--- config.mk ---
export PLATFORM = sky130hd
export DESIGN_NAME = clk_div_cfg_ctrl
export DESIGN_NICKNAME = d
export VERILOG_FILES = /design/src/rtl/clk_div_cfg_ctrl_pkg.sv /design/src/rtl/clk_div_cfg_ctrl_phase_cnt.sv /design/src/rtl/clk_div_cfg_ctrl.sv
export SDC_FILE = /design/constraint.sdc
export NUM_CORES = 1
export LEC_CHECK = 0
export CORE_ASPECT_RATIO = 0.6
export CORE_MARGIN = 2
export CORE_UTILIZATION = 40
export CTS_BUF_LIST = sky130_fd_sc_hd__clkbuf_16
export DETAILED_ROUTE_END_ITERATION = 10
export GPL_TIMING_DRIVEN = 0
export PLACE_DENSITY = 0.7
export SYNTH_ARGS = -nofsm -noshare
export SYNTH_HDL_FRONTEND = slang
export SYNTH_SLANG_ARGS = --single-unit
--- constraint.sdc ---
create_clock -name i_ref_clk -period 6 [get_ports i_ref_clk]
set_input_delay 0.6 -clock i_ref_clk [delete_from_list [all_inputs] [get_ports i_ref_clk]]
set_output_delay 0.6 -clock i_ref_clk [all_outputs]
set_load 0.01 [all_outputs]
--- src/rtl/clk_div_cfg_ctrl_pkg.sv ---
// rtl/clk_div_cfg_ctrl_pkg.sv - shared constants and FSM encoding for the clock-divider control stage
package clk_div_cfg_ctrl_pkg;

    // Ratio field width; must track the divider's WIDTH
    localparam int CLK_DIV_WIDTH = 8;

    // Ratios below this value put the divider in bypass (no division, no phase)
    localparam int MIN_DIV_RATIO = 2;

    typedef enum logic [1:0] {
        ST_STOPPED   = 2'd0,
        ST_RUN       = 2'd1,
        ST_STOP_PEND = 2'd2
    } clk_cfg_state_e;

endpackage

--- src/rtl/clk_div_cfg_ctrl_phase_cnt.sv ---
// rtl/clk_div_cfg_ctrl_phase_cnt.sv - phase counter mirroring the divider period, with boundary detect
//
// Ports:
//   i_ref_clk   reference clock (same as the divider)
//   i_rst_n     asynchronous active-low reset
//   i_clk_en    committed divider enable
//   i_div_ratio committed divider ratio
//   i_clr       restart the period (ratio commit)
//   o_active    divider is enabled and actually dividing (ratio >= 2)
//   o_bnd       current cycle is the last one of a divided period
module clk_div_phase_cnt
    import clk_div_cfg_ctrl_pkg::*;
#(
    parameter int WIDTH = CLK_DIV_WIDTH
) (
    input  logic             i_ref_clk,
    input  logic             i_rst_n,
    input  logic             i_clk_en,
    input  logic [WIDTH-1:0] i_div_ratio,
    input  logic             i_clr,
    output logic             o_active,
    output logic             o_bnd
);

    logic [WIDTH-1:0] ph;

    assign o_active = i_clk_en && (i_div_ratio >= WIDTH'(MIN_DIV_RATIO));
    // ratio >= 2 whenever o_active, so ratio-1 cannot wrap
    assign o_bnd    = o_active && (ph == i_div_ratio - WIDTH'(1));

    always_ff @(posedge i_ref_clk or negedge i_rst_n) begin
        if (!i_rst_n) begin
            ph <= '0;
        end else if (i_clr || !o_active || o_bnd) begin
            ph <= '0;
        end else begin
            ph <= ph + WIDTH'(1);
        end
    end

endmodule

--- src/rtl/clk_div_cfg_ctrl.sv ---
// rtl/clk_div_cfg_ctrl.sv - glitch-free ratio/enable commit stage in front of the integer clock divider
//
// Ports:
//   i_ref_clk    reference clock (same as the divider)
//   i_rst_n      asynchronous active-low reset (same net as the divider)
//   i_cfg_valid  one-cycle strobe qualifying i_cfg_ratio
//   i_cfg_ratio  requested ratio (0/1 = bypass)
//   i_en         level enable request
//   o_div_ratio  committed ratio to the divider
//   o_clk_en     committed enable to the divider
//   o_busy       a ratio change or stop is still pending
//   o_done       one-cycle pulse after a ratio commit
module clk_div_cfg_ctrl
    import clk_div_cfg_ctrl_pkg::*;
#(
    parameter int          WIDTH     = CLK_DIV_WIDTH,
    parameter int unsigned RST_RATIO = 1
) (
    input  logic             i_ref_clk,
    input  logic             i_rst_n,
    input  logic             i_cfg_valid,
    input  logic [WIDTH-1:0] i_cfg_ratio,
    input  logic             i_en,
    output logic [WIDTH-1:0] o_div_ratio,
    output logic             o_clk_en,
    output logic             o_busy,
    output logic             o_done
);

    clk_cfg_state_e   state;
    logic [WIDTH-1:0] shadow;
    logic             pend_ratio;
    logic             active;
    logic             bnd;
    logic             commit;
    logic             pend_ratio_nxt;
    logic             stop_pend_nxt;

    clk_div_phase_cnt #(
        .WIDTH (WIDTH)
    ) u_phase_cnt (
        .i_ref_clk   (i_ref_clk),
        .i_rst_n     (i_rst_n),
        .i_clk_en    (o_clk_en),
        .i_div_ratio (o_div_ratio),
        .i_clr       (commit),
        .o_active    (active),
        .o_bnd       (bnd)
    );

    // Changes land only where the divider is back in its reset state:
    // at a period boundary, or anytime it is not dividing.
    assign commit         = pend_ratio && (bnd || !active);
    // A strobe on the commit edge is consumed by that commit
    assign pend_ratio_nxt = !commit && (pend_ratio || i_cfg_valid);

    always_comb begin
        stop_pend_nxt = 1'b0;
        case (state)
            ST_RUN:       stop_pend_nxt = !i_en;
            ST_STOP_PEND: stop_pend_nxt = !i_en && !(bnd || !active);
            default:      stop_pend_nxt = 1'b0;
        endcase
    end

    always_ff @(posedge i_ref_clk or negedge i_rst_n) begin
        if (!i_rst_n) begin
            state       <= ST_STOPPED;
            o_clk_en    <= 1'b0;
            o_div_ratio <= WIDTH'(RST_RATIO);
            shadow      <= WIDTH'(RST_RATIO);
            pend_ratio  <= 1'b0;
            o_busy      <= 1'b0;
            o_done      <= 1'b0;
        end else begin
            if (i_cfg_valid) begin
                shadow <= i_cfg_ratio;
            end
            if (commit) begin
                // Latest request wins, including one arriving on the commit edge
                o_div_ratio <= i_cfg_valid ? i_cfg_ratio : shadow;
            end
            pend_ratio <= pend_ratio_nxt;
            o_done     <= commit;
            o_busy     <= pend_ratio_nxt || stop_pend_nxt;

            case (state)
                ST_STOPPED: begin
                    if (i_en) begin
                        state    <= ST_RUN;
                        o_clk_en <= 1'b1;
                    end
                end
                ST_RUN: begin
                    if (!i_en) begin
                        state <= ST_STOP_PEND;
                    end
                end
                ST_STOP_PEND: begin
                    if (i_en) begin
                        state <= ST_RUN;
                    end else if (bnd || !active) begin
                        // Dropping enable at the boundary freezes the divider low
                        state    <= ST_STOPPED;
                        o_clk_en <= 1'b0;
                    end
                end
                default: begin
                    state    <= ST_STOPPED;
                    o_clk_en <= 1'b0;
                end
            endcase
        end
    end

endmodule
==> impl_metrics.ini, run 1 <==
[sta]
worstMarginPinSlew_ns = 0.6875
fin_crit_ns = 2.736
drv_slew = 0
rsz0062_at_grt = no
slew-limit-headroom_pct = 54.17
fmax_mhz = 365.5
fin_tns_setup_ns = 0
skew_ns = 0.005717
setup_viol = 0
hold_viol = 0
fin_crit_sh_pct = 45.61

[run]
maxCapViolations = 0

[drt]
antenna_left = 0
drtIter0Drc = 60
viasPerCell = 5.079
dr.pass1.iters = 4
post-route-drc-count = 0
wl_per_cell_um = 14.78
finalWirelength_mm = 3.546
dr_total_vias = 1219

[logic_synthesis]
synth_most_common_cell = dfrtp_1
synth-main-ff-cell = dfrtp_1
synth_common_cells = dfrtp_1 (28), nor2_1 (14), xnor2_1 (9)
yosys_warnings = 0
synth_cell_types = 41
ys_seq_area_share_pct = 44.93
avgSynthCellArea_um2 = 11.10
synth_top_cell_area_share_pct = 41.79
synth_top_cell_by_area = dfrtp_1
async_flop_share_pct = 100.0
syn_area_mm2 = 0.001677
syn_inst = 151
ys_seq_elements = 30
synth_area_leaders = dfrtp_1 (42%), mux2_4 (7.2%), ha_1 (6.0%)
synth_edf_count = 0
synth_nets = 171

[setup_path]
crit_chain = inv_1 -> ha_1 -> nor2b_1 -> or3_1 -> a31oi_2 -> a31oi_1 -> nor3b_2 -> buf_6 -> mux2_4
slowest_delay_ns = 0.61
cp.required_ns = 6.15
worstSetupPathType = register to register
worstPathArrival_ns = 2.89
cp_slowest_cell = dfstp_2
crit_fanout = 9
worst_setup_path_end_kind = register
start_kind = register

[hold_path]
hold_path.class = input pin to async pin

[floorplan]
die_w_um = 87.58
io_pins = 23
die-area_mm2 = 0.004742
start_util_pct = 41.13
rows = 18
core-area_mm2 = 0.004076
die_h_um = 54.15

[layout]
nNetsFinal = 199
n_fill_cell = 359
utilization_pct = 51.38
final_layout_size_suffix_gt1_share_pct = 17.78
syn2layout_area_growth_pct = 24.93
num_antenna_cells = 0

[global_routing]
grt_pass1_wl_mm = 6.072
first_global_vias = 1254
grt_max_degree = 31
grt_use_total_pct = 17.56
grt_overflow_total = 0
antenna_found_initial = 0

[place]
dp.final_hpwl_mm = 2.598
io_buffers = 21
place_congestion = 0.7739

[clocking]
cts_setup_buffers = 0
cts_hold_buf = 0
cts.sinks = 30
cts_tree = built
numCtsBuffers = 5
cts-htree-levels = 2
path_clk_slew_ns = 0.05
clockRootBuffer = clkbuf_16
ctsResizeCount = 0
clk_latency_ns = 0.27
cts_buffer_depth = 2

[power]
vdd_drop_max_uv = 238.9
power_per_cell_area_mw_per_mm2 = 507.2
design_power_total_mw = 1.062
p_leak_nw = 0.8901

[status]
status = finished, final reports clean
==> power breakdown <==
part | total [mW] | internal, mW | switching [mW]
logic | 0.478 | 0.262 | 0.217
registers | 0.354 | 0.265 | 0.0882
clock network | 0.230 | 0.149 | 0.0810
==> cells in the final DEF, fill, tap and decap left out, types with 2 or more instances in the layout <==
master,n
mux2i_1,2
a31oi_1,2
xnor2_1,9
dfrtp_1,28
and3_1,3
nor3_1,4
dfstp_2,2
nand4_1,3
nand3_1,8
nand2_1,6
clkdlybuf4s50_1,20
ha_1,8
mux2_2,8
clkbuf_16,5
inv_1,7
nor4_1,2
mux2_4,8
nor2_1,14
a21oi_1,3
clkbuf_1,2
o21ai_0,3
nor2b_1,4
xor2_1,6
==> layer usage <==
layer	part of all wire [%]	up-vias	global-route usage (%)
li1	-	598	-
met1	48	592	21.19
met2	47	22	29.42
met3	3.2	7	5.061
met4	1.7	0	8.462
met5	0	-	0
==> worst max-delay path, delay by kind of cell, from the launching register on <==
kind                       cells  cell delay (ns)
buffers and inverters          2             0.27
DFF                            1             0.61
adders and majority gates      1             0.26
AOI/OAI and AO/OA              2             0.42
and+or+nand+nor                3             0.74
muxes                          1             0.31
==> through the flow <==
stage               cells  hold slack [ns]  area, um^2  setup WS [ns]
finish                240           0.3733        2095          3.264
global route          240           0.4326        2095          3.127
CTS                   240           0.4994        2100          3.288
detailed placement    232           0.4868        1962          3.293
global placement      232           0.4788        1962          3.376
floorplan             151           0.3044        1677          3.538
==> path summary, 6_finish.rpt <==
check                               start              to  slack (ns)  cells after the start
hold / removal                    i_rst_n       shadow[1]        0.37                      1
max in group asynchronous         i_rst_n        state[0]        5.19                      1
setup / recovery           o_div_ratio[0]  o_div_ratio[2]        3.26                      9
hold reg to reg                 shadow[1]       shadow[1]        0.50                      1
setup reg to reg           o_div_ratio[0]  o_div_ratio[2]        3.26                      9
min in group i_ref_clk          shadow[1]       shadow[1]        0.50                      1
==> sequential cells by signal, indices dropped and copies added, names as in the netlist <==
register,count
o_div_ratio,8
o_clk_en,1
o_busy,1
u_phase_cnt.ph,8
pend_ratio,1
shadow,8
state,2
o_done,1
==> logic make-up (layout without fill, tap and decap cells) <==
| kind of cell | count (synthesis) | after routing | share of synthesized area, % |
|---|---|---|---|
| AND/OR/NAND/NOR | 50 | 50 | 15.75 |
| XOR/XNOR | 15 | 15 | 7.836 |
| buffers and inverters | 10 | 39 | 2.911 |
| flip-flops | 30 | 30 | 44.93 |
| adder cells (fa/ha/maj) | 8 | 8 | 5.970 |
| multiplexers | 18 | 18 | 13.73 |
| AO/OA/AOI/OAI | 20 | 20 | 8.881 |
==> cell type report <==
type                            instances  area [um^2]  share of cell area [%]
Sequential cell                        30        753.2                   35.96
Tap cell                               60        75.07                   3.584
Multi-Input combinational cell        111        874.6                   41.76
Clock buffer                            5        125.1                   5.974
Timing Repair Buffer                   21        205.2                   9.797
Clock inverter                          3        12.51                  0.5974
Inverter                                6        22.52                   1.075
Buffer                                  4        26.28                   1.254
Power figures use the tool's default switching activity.
==> inputs of run 2 (changes only) <==
Clock period 6 ns to 2.7 ns, I/O delays scaled along.
==> run 2 against run 1 <==
Critical path type unchanged. Utilization up 1.7 points. Largest power group unchanged. Highest routed layer unchanged. Fmax is 5.9% higher. Largest cell class unchanged. Setup slack worse by 3.1 ns.
==> impl_metrics.ini, run 2 (synthesis results as in run 1) <==
[status]
status = finished, final reports clean

[drt]
viasPerCell = 5.004
dr.pass1.iters = 4
drt-met1-wl_mm = 1.814
antenna_left = 0
wl_per_cell_um = 15.24
wl_met2_mm = 1.755
post-route-drc-count = 0
drtIter0Drc = 60
routed.top_layer = met4
wl_met3_um = 115
finalWirelength_mm = 3.733
dr_total_vias = 1226

[power]
design_power_total_mw = 2.499
p_seq_share_pct = 31.2
power.internal_mw = 1.579
power_per_cell_area_mw_per_mm2 = 1155
swShare_pct = 36.79
vdd_drop_max_uv = 536.6
p_switching_mw = 0.9195
p_leak_nw = 0.9156
pwr-share-clk_pct = 20.5
p_comb_share_pct = 48.2

[layout]
syn2layout_area_growth_pct = 29.03
design_area_mm2 = 0.002163
final_layout_size_suffix_gt1_share_pct = 21.62
final_cell_mix = dfrtp_1 (28), clkdlybuf4s50_1 (20), nor2_1 (14), xnor2_1 (9)
nNetsFinal = 204
instances_no_fill = 245
num_antenna_cells = 0
top_regs = o_div_ratio x8, shadow x8, u_phase_cnt.ph x8
final_common_cell = dfrtp_1

[global_routing]
grt_pass1_wl_mm = 6.196
first_global_vias = 1249
grt_use_total_pct = 18.03
grt_overflow_total = 0
grt_max_degree = 31
antenna_found_initial = 0

[floorplan]
die_w_um = 87.58
rows = 18
die_h_um = 54.15
die-area_mm2 = 0.004742
core-area_mm2 = 0.004076
io_pins = 23
start_util_pct = 41.13

[place]
post-place-cells = 232
placed_area_mm2 = 0.001962
io_buffers = 21
place_congestion = 0.7739
dp.final_hpwl_mm = 2.598

[clocking]
cts_tree = built
numCtsBuffers = 5
clk_latency_ns = 0.27
cts-htree-levels = 2
clockRootBuffer = clkbuf_16
cts_buffer_depth = 2
cts_hold_buf = 0
path_clk_slew_ns = 0.05
cts.sinks = 30

[sta]
fin_crit_ns = 2.583
hold_viol = 0
skew_ns = 0.005779
fin_crit_sh_pct = 95.67
setup_viol = 0
rsz0062_at_grt = no
fmax_mhz = 387.2
drv_slew = 0
slew-limit-headroom_pct = 53.34
worstMarginPinSlew_ns = 0.7000
holdWs_ns = 0.04823
fin_tns_setup_ns = 0

[run]
maxCapViolations = 0

[setup_path]
start_kind = register
crit_chain = inv_1 -> ha_2 -> nor2b_1 -> or3_4 -> a31oi_4 -> a31oi_4 -> nor3b_2 -> buf_4 -> mux2_4
crit_family = simple AND/OR/NAND/NOR gates
cp_slowest_cell = dfstp_2
crit_fanout = 5
worst_setup_path_end_kind = register
cp.required_ns = 2.86
cp.buffers_inverters = 2
slowest_delay_ns = 0.56
worstSetupPathType = register to register
path_common_cell = a31oi_4
worstPathArrival_ns = 2.74

[hold_path]
hold_path.class = input pin to async pin
-- run 2: worst register-to-register path, stage by stage, from the launching register on --
cell,delay (ns)
dfstp_2,0.56
inv_1,0.07
ha_2,0.21
nor2b_1,0.14
or3_4,0.38
a31oi_4,0.25
a31oi_4,0.12
nor3b_2,0.26
buf_4,0.19
mux2_4,0.30
-- run 2: final timing paths --
check | from | end | slack, ns | depth (start not counted)
max | o_div_ratio[0] | o_div_ratio[5] | 0.12 | 9
min | i_rst_n | u_phase_cnt.ph[1] | 0.05 | 1
max reg2reg | o_div_ratio[0] | o_div_ratio[5] | 0.12 | 9
min reg2reg | shadow[1] | shadow[1] | 0.50 | 1
max in group asynchronous | i_rst_n | state[0] | 2.21 | 1
min in group i_ref_clk | shadow[1] | shadow[1] | 0.50 | 1
-- run 2: power by group through the flow --
stage | Combinational [mW] | Clock (mW) | Sequential, mW
floorplan | 0.703 | 0 | 0.777
global placement | 1.01 | 0 | 0.780
detailed placement | 1.06 | 0 | 0.787
CTS | 1.11 | 0.529 | 0.784
global route | 1.31 | 0.558 | 0.803
finish | 1.21 | 0.513 | 0.780
-- run 2: per-layer routing --
metal	vias to the layer above	track usage [%]
met1	589	22.60
met5	-	0
met3	7	5.061
met2	22	29.29
met4	0	8.462
li1	608	-
-- run 2: timing repair --
item                                    in CTS  in global routing
gates cloned                                 1                  0
endpoints found under the setup margin       7                  8
gates resized for setup                      3                  3
pin swaps                                    1                  3
setup buffers                                0                  4
-- run 2: layout make-up --
type                    instances  area (um^2)
flip-flops and latches         30        753.2
inverters                       6        22.52
well taps                      60        75.07
repair buffers                 26        242.7
clock buffers                   5        125.1
fillers                       353         1913
multi-input cells             111        905.9
clock inverters                 3        12.51
plain buffers                   4        26.28
-- run 2: through the flow --
| step | utilization (%) | setup slack (ns) |
|---|---|---|
| after detailed placement | 48.13 | -0.007099 |
| after CTS | 52.06 | 0.004666 |
| after global placement | 48.13 | 0.07576 |
| final | 53.07 | 0.1170 |
| after global routing | 53.07 | 0.003568 |
| after floorplan | - | 0.2380 |
